[src/rtl/mips_pkg.sv]
// Shared MIPS definitions: ALU opcode encodings, the hard-wired zero register,
// and the forwarding match rule used by the ID/EX operand muxes.
package mips_pkg;

  // 4-bit ALU operation encodings carried from decode into execute
  localparam logic [3:0] ALU_ADD = 4'h0;
  localparam logic [3:0] ALU_SUB = 4'h1;
  localparam logic [3:0] ALU_AND = 4'h2;
  localparam logic [3:0] ALU_OR  = 4'h3;
  localparam logic [3:0] ALU_XOR = 4'h4;
  localparam logic [3:0] ALU_NOR = 4'h5;
  localparam logic [3:0] ALU_SLT = 4'h6;
  localparam logic [3:0] ALU_SLL = 4'h7;
  localparam logic [3:0] ALU_SRL = 4'h8;
  localparam logic [3:0] ALU_SRA = 4'h9;
  localparam logic [3:0] ALU_LUI = 4'hA;

  // $zero is hard-wired; writes to it are discarded, so it is never forwarded
  localparam logic [4:0] REG_ZERO = 5'd0;

  // A later stage supplies the operand when it writes the register being read
  function automatic logic fwd_hit(input logic we, input logic [4:0] rd,
                                   input logic [4:0] addr);
    return we && (rd == addr) && (addr != REG_ZERO);
  endfunction

endpackage

[src/rtl/id_ex_stage_forward_mux.sv]
// Operand bypass for one register read: EX/MEM beats MEM/WB, which beats the
// register-file value.
module forward_mux #(
  parameter int DATA_W = 32
) (
  input  logic [4:0]        addr,
  input  logic [DATA_W-1:0] raw_data,
  input  logic              exmem_reg_write,
  input  logic [4:0]        exmem_rd,
  input  logic [DATA_W-1:0] exmem_result,
  input  logic              memwb_reg_write,
  input  logic [4:0]        memwb_rd,
  input  logic [DATA_W-1:0] memwb_result,
  output logic [DATA_W-1:0] fwd_data
);
  import mips_pkg::*;

  // Later assignment wins, so the younger EX/MEM result takes priority
  always_comb begin
    fwd_data = raw_data;
    if (fwd_hit(memwb_reg_write, memwb_rd, addr)) fwd_data = memwb_result;
    if (fwd_hit(exmem_reg_write, exmem_rd, addr)) fwd_data = exmem_result;
  end

endmodule

[src/rtl/id_ex_stage.sv]
// ID/EX pipeline register with operand forwarding, immediate extension,
// load-use bubble insertion and a saturating bubble counter.
// Handshake: decode presents an instruction with id_valid; it is consumed on a
// rising edge only when id_stall is low. id_stall high means decode must hold
// its instruction unchanged; flush discards the EX slot and never stalls.
module id_ex_stage #(
  parameter int DATA_W = 32,
  parameter int CNT_W  = 16
) (
  input  logic              clk,
  input  logic              rst_n,
  input  logic              id_valid,
  input  logic [DATA_W-1:0] rs_data,
  input  logic [DATA_W-1:0] rt_data,
  input  logic [15:0]       imm16,
  input  logic [4:0]        rs_addr,
  input  logic [4:0]        rt_addr,
  input  logic [4:0]        rd_addr,
  input  logic [3:0]        alu_op,
  input  logic              use_imm,
  input  logic              imm_signed,
  input  logic              is_load,
  input  logic              is_store,
  input  logic              reg_write,
  input  logic              stall_in,
  input  logic              flush,
  input  logic              exmem_reg_write,
  input  logic [4:0]        exmem_rd,
  input  logic [DATA_W-1:0] exmem_result,
  input  logic              memwb_reg_write,
  input  logic [4:0]        memwb_rd,
  input  logic [DATA_W-1:0] memwb_result,
  output logic              ex_valid,
  output logic [DATA_W-1:0] ex_input_a,
  output logic [DATA_W-1:0] ex_input_b,
  output logic [DATA_W-1:0] ex_store_data,
  output logic [3:0]        ex_alu_op,
  output logic [4:0]        ex_rd,
  output logic              ex_reg_write,
  output logic              ex_is_load,
  output logic              ex_is_store,
  output logic              id_stall,
  output logic [CNT_W-1:0]  bubble_count
);
  import mips_pkg::*;

  localparam logic [CNT_W-1:0] CNT_MAX = '1;
  localparam logic [CNT_W-1:0] CNT_ONE = CNT_W'(1);

  logic [DATA_W-1:0] rs_fwd;
  logic [DATA_W-1:0] rt_fwd;
  logic [DATA_W-1:0] imm_ext;
  logic              hazard;
  logic              capture;

  forward_mux #(.DATA_W(DATA_W)) u_fwd_rs (
    .addr            (rs_addr),
    .raw_data        (rs_data),
    .exmem_reg_write (exmem_reg_write),
    .exmem_rd        (exmem_rd),
    .exmem_result    (exmem_result),
    .memwb_reg_write (memwb_reg_write),
    .memwb_rd        (memwb_rd),
    .memwb_result    (memwb_result),
    .fwd_data        (rs_fwd)
  );

  forward_mux #(.DATA_W(DATA_W)) u_fwd_rt (
    .addr            (rt_addr),
    .raw_data        (rt_data),
    .exmem_reg_write (exmem_reg_write),
    .exmem_rd        (exmem_rd),
    .exmem_result    (exmem_result),
    .memwb_reg_write (memwb_reg_write),
    .memwb_rd        (memwb_rd),
    .memwb_result    (memwb_result),
    .fwd_data        (rt_fwd)
  );

  // Upper bits copy imm16[15] only for signed immediates
  assign imm_ext = {{(DATA_W-16){imm16[15] & imm_signed}}, imm16};

  // A load in EX cannot forward in time; rt matters only when it is read
  // (register-form ALU op, or the data of a store)
  assign hazard = ex_valid & ex_is_load & ex_reg_write & (ex_rd != REG_ZERO) &
                  id_valid & ((ex_rd == rs_addr) |
                              ((ex_rd == rt_addr) & (~use_imm | is_store)));

  assign id_stall = (stall_in | hazard) & ~flush;
  assign capture  = ~flush & ~stall_in & ~hazard;

  // EX slot update: flush > stall_in > hazard bubble > capture
  always_ff @(posedge clk or negedge rst_n) begin
    if (!rst_n) begin
      ex_valid      <= 1'b0;
      ex_reg_write  <= 1'b0;
      ex_is_load    <= 1'b0;
      ex_is_store   <= 1'b0;
      ex_rd         <= REG_ZERO;
      ex_alu_op     <= ALU_ADD;
      ex_input_a    <= '0;
      ex_input_b    <= '0;
      ex_store_data <= '0;
    end else if (flush || (!stall_in && hazard)) begin
      ex_valid      <= 1'b0;
      ex_reg_write  <= 1'b0;
      ex_is_load    <= 1'b0;
      ex_is_store   <= 1'b0;
      ex_rd         <= REG_ZERO;
      ex_alu_op     <= ALU_ADD;
    end else if (capture) begin
      ex_valid      <= id_valid;
      ex_reg_write  <= id_valid & reg_write;
      ex_is_load    <= id_valid & is_load;
      ex_is_store   <= id_valid & is_store;
      ex_rd         <= rd_addr;
      ex_alu_op     <= alu_op;
      ex_input_a    <= rs_fwd;
      ex_input_b    <= use_imm ? imm_ext : rt_fwd;
      ex_store_data <= rt_fwd;
    end
  end

  // Count inserted load-use bubbles, sticking at the maximum value
  always_ff @(posedge clk or negedge rst_n) begin
    if (!rst_n) begin
      bubble_count <= '0;
    end else if (!flush && !stall_in && hazard && (bubble_count != CNT_MAX)) begin
      bubble_count <= bubble_count + CNT_ONE;
    end
  end

endmodule

[config.mk]
export PLATFORM = sky130hd
export DESIGN_NAME = id_ex_stage
export DESIGN_NICKNAME = d
export VERILOG_FILES = /design/src/rtl/mips_pkg.sv /design/src/rtl/id_ex_stage_forward_mux.sv /design/src/rtl/id_ex_stage.sv
export SDC_FILE = /design/constraint.sdc
export NUM_CORES = 1
export LEC_CHECK = 0
export ABC_CLOCK_PERIOD_IN_PS = 2600
export CAP_MARGIN = 20
export CORE_MARGIN = 4
export CORE_UTILIZATION = 38
export DETAILED_ROUTE_END_ITERATION = 16
export PLACE_DENSITY = 0.77
export SYNTH_ARGS = -nofsm -noshare
export SYNTH_HDL_FRONTEND = slang
export SYNTH_SLANG_ARGS = --single-unit
[constraint.sdc]
create_clock -name clk -period 2.6 [get_ports clk]
set_clock_uncertainty 0.05 [all_clocks]
set_input_delay 0.78 -clock clk [delete_from_list [all_inputs] [get_ports clk]]
set_output_delay 0.78 -clock clk [all_outputs]
set_load 0.02 [all_outputs]
==> flow_results.org <==
** Logic synthesis
- Portion of the post-synthesis area used by sequential elements :: 45.8%
- In the synthesized netlist the dominant register cell turns out to be dfrtp_1.
- Counting flops with a built-in enable in the synthesized netlist gives 0.
- Flops & latches, synth :: 125
- Largest area contributor in the synthesized netlist :: dfrtp_1
- Synth cell types :: 43
- Cell types with the highest counts after synthesis :: 125 x dfrtp_1, 91 x nand2_1, 59 x nor2_1, 48 x a31oi_1, 33 x mux2_2
- The most common cell in the synthesized netlist is dfrtp_1.
- For this run, asynchronously set or reset flops after synthesis account for 100%.
- By area the synthesized netlist is led by dfrtp_1 46%, mux2_2 5.4%, nand2_1 5.0%.
- Netlist area before placement :: 6830 sq um
- The average instance in the mapped netlist occupies 9.81 sq um.
- When the netlist entered floorplanning its net count stood at 882.
- Synthesis produced a netlist whose cell count is 696.
- Share of the synthesized area in the top cell type :: 45.8%
- YS warnings :: 0

** Pwr
- The worst-case IR drop observed on VDD is 0.450 mV.
- For this design the ratio of total power to cell area is 586 nW/um^2.
- In this run the static leakage power is 0.00480 uW.

** Clocking
- TritonCTS clock tree :: built
- CTS clock-pin slew for the worst setup and hold paths :: 0.06 ns
- Counting every sink on the clock net gives 125.
- CTS placed an instance of clkbuf_16 at the clock tree root.
- The later pin in the worst-skew pair is clocked with a latency of 0.42 ns.
- Counting along the longest clock path gives a buffer depth of 2.
- Counting the buffers created by CTS gives 17.
- The clock tree synthesis step divided the H-tree into 4 levels.

** Final layout
- In the final layout, the share of cells above drive strength 1 is 19.0%.
- Final cell count without fillers :: 1304
- Synth-to-layout area growth :: 72.1%
- The number of antenna diodes in the final layout is 0.
- Number of nets in the final layout :: 1252

** Global routing
- Global-route wire length before repair :: 40000 um
- GRT Util Overall :: 25.3%
- The number of antenna violations at the first check in global routing is 0.
- For this run the aggregate overflow at the end of global routing stands at 0.
- Via count of the first global-routing pass :: 7286
- Largest net degree at the start of global routing :: 55

** STA
- Post-route worst hold slack :: 0.222 ns
- Number of failing hold endpoints at the final stage :: 0
- Setup violations remaining at the end of the flow were counted as 1.
- The number of pins exceeding their max-slew limit in the final report was 0.
- Least setup slack across all paths after layout :: -0.269 ns
- Worst-case headroom to the max-slew limit :: 58.4%
- For the pin with the worst max-slew slack, the measured transition is 0.624 ns.
- Subtracting the final worst setup slack from the clock period gives 2.87 ns.
- Top achievable clock speed :: 0.349 GHz
- Period utilization :: 110%
- Setup repair after global routing could not meet its margin everywhere.

** Status
- Run status :: complete, but fails checks
- The checks that failed: negative setup slack.

** Setup path
- The startpoint identified for the worst register-to-register timing path is ex_rd[4].
- Worst reg-to-reg setup slack :: 0.07 ns
- The worst setup path is launched from a primary input.
- For the worst flop-to-flop path, the logic depth is 9.
- STA classifies the critical path endpoint as a primary output.
- The critical path is of the in -> out type.
- Data on the critical path arrives at its endpoint at 2.04 ns.
- In this run the critical register-to-register path is captured at bubble_count[1].
- STA puts the critical path data required time at 1.77 ns.
- Along the worst path, the maximum fanout reaches 2.

** Detailed routing
- Summed over all layers, the routed wires come to 28000 um.
- After detailed routing, the average wire length per cell comes to 21.5 um.
- In this run the remaining antenna-violating nets after routing total 0.
- DRC Markers :: 0
- Detailed routing inserted a total of 7379 vias.
- Number of optimization iterations in the first detailed-route pass :: 5
- After the first detailed-routing iteration, the DRC count stood at 477.
- In the routed layout, each cell is associated on average with a via count of 5.66.

** Place
- The count of buffers added on input and output ports is 310.
- Final weighted congestion in routability-driven placement :: 0.882
- DP Wirelength :: 19000 um
- Including well taps, the total number of placed cells is 1248.

** Floorplan
- After floorplanning, the core was sized to cover 17500 sq um.
- In this run the count of I/O pins placed on the die edge is 311.
- The die is 142 um tall.
- Die area :: 20200 sq um
- Once the floorplan was initialized, standard cells occupied 39.1% of the core.
- The die is 142 um wide.
- The initialized floorplan defines 48 standard-cell rows.

** Worst hold path
- The min-delay analysis places its worst path in the category in -> async.

** Job
- Number of maximum-capacitance constraint violations :: 0
-- worst max-delay path by stage --
stage,start,to,slack [ns],depth (start not counted)
4_1_cts,rt_addr[4],id_stall,-0.27,7
6_report,rt_addr[3],id_stall,-0.27,7
5_1_grt,ex_rd[4],id_stall,-0.33,6
2_1_floorplan,rt_addr[3],id_stall,-0.01,5
3_3_place_gp,rt_addr[3],id_stall,-1.10,7
3_5_place_dp,rt_addr[3],id_stall,-1.10,7
-- where the power goes --
part / leakage (uW) / switching [uW] / internal (uW) / total [uW]
clock: 0.000317 / 903 / 1780 / 2680
combinational: 0.00296 / 869 / 1010 / 1880
sequential: 0.00152 / 143 / 2180 / 2330
total: 0.00480 / 1920 / 4970 / 6890
-- layout by cell type (no fill, tap or decap), types with 6 or more instances in the layout --
master / Yosys / routed
clkdlybuf4s50_1: 0 / 292
dfrtp_1: 125 / 124
nand2_1: 91 / 91
buf_4: 4 / 72
nor2_1: 59 / 54
a31oi_1: 48 / 48
mux2_2: 33 / 33
nor2b_1: 32 / 32
o21ai_0: 32 / 32
o2bb2ai_1: 32 / 32
xnor2_1: 28 / 27
a211oi_1: 32 / 23
clkbuf_16: 0 / 22
xor2_1: 17 / 17
o22a_1: 16 / 16
a311o_1: 16 / 16
a311oi_1: 16 / 15
buf_12: 0 / 15
a22o_1: 10 / 10
nand4_1: 9 / 9
a211oi_2: 0 / 9
nand3_1: 6 / 6
buf_2: 20 / 6
buf_6: 5 / 6
-- kinds of logic after synthesis --
kind of cell,count (synthesis),share of synthesized area [%]
and+or+nand+nor,220,15.1
xor gates and xnor gates,45,5.77
DFF,125,45.8
AOI/OAI and AO/OA,211,23.2
muxes,33,5.44
buffers and inverters,61,4.51
adders and majority gates,1,0.183
-- cell type report --
| class | count | area, sq um |
|---|---|---|
| multi-input combinational | 511 | 3560 |
| clock inverter | 10 | 184 |
| timing repair buffer | 407 | 4110 |
| sequential | 125 | 3130 |
| clock buffer | 22 | 474 |
| tap | 225 | 282 |
| fill | 1387 | 5730 |
| inverter | 4 | 15.0 |
-- critical path, stage by stage --
cell and delay [ns]:
clkbuf_2 0.10, xor2_1 0.17, nor4_2 0.34, a22oi_2 0.14, or2_4 0.27, a21oi_4 0.12
buf_6 0.13
-- flip-flops by register name, summed over array words and instances (netlist names) --
| signal | cells |
|---|---|
| bubble_count | 16 |
| ex_input_b | 32 |
| ex_alu_op | 4 |
| ex_is_store | 1 |
| ex_valid | 1 |
| ex_input_a | 32 |
| ex_is_load | 1 |
| ex_store_data | 32 |
| ex_rd | 5 |
| ex_reg_write | 1 |
-- through the flow --
stage	setup slack, ns	setup TNS (ns)	power [uW]	utilization (%)	cell area (sq um)
4_1_cts	-0.271	-0.271	6900	65.5	11400
3_3_place_gp	-1.10	-68.64	4160	61.0	10700
6_report	-0.269	-0.269	6890	67.2	11800
2_1_floorplan	-0.0127	-0.0127	3100	-	6840
5_1_grt	-0.333	-0.497	7130	67.2	11800
3_5_place_dp	-1.10	-72.36	4170	61.0	10700
-- what timing repair did --
item | in CTS | in global routing
pin swaps | 14 | 11
resized for setup | 46 | 28
setup buffers | 9 | 8
cloned | 1 | 6
setup endpoints to repair | 99 | 49
hold buffers | 0 | 0
-- per-layer routing --
metal  GRT usage [%]  up-vias  part of all wire [%]
li1                -     3332                     -
met1            31.5     3605                    40
met2            41.8      373                    48
met3            6.89       69                   8.3
met4            10.1        0                   3.4
met5               0        -                     0
No activity file was read; power rests on OpenSTA's default activity.
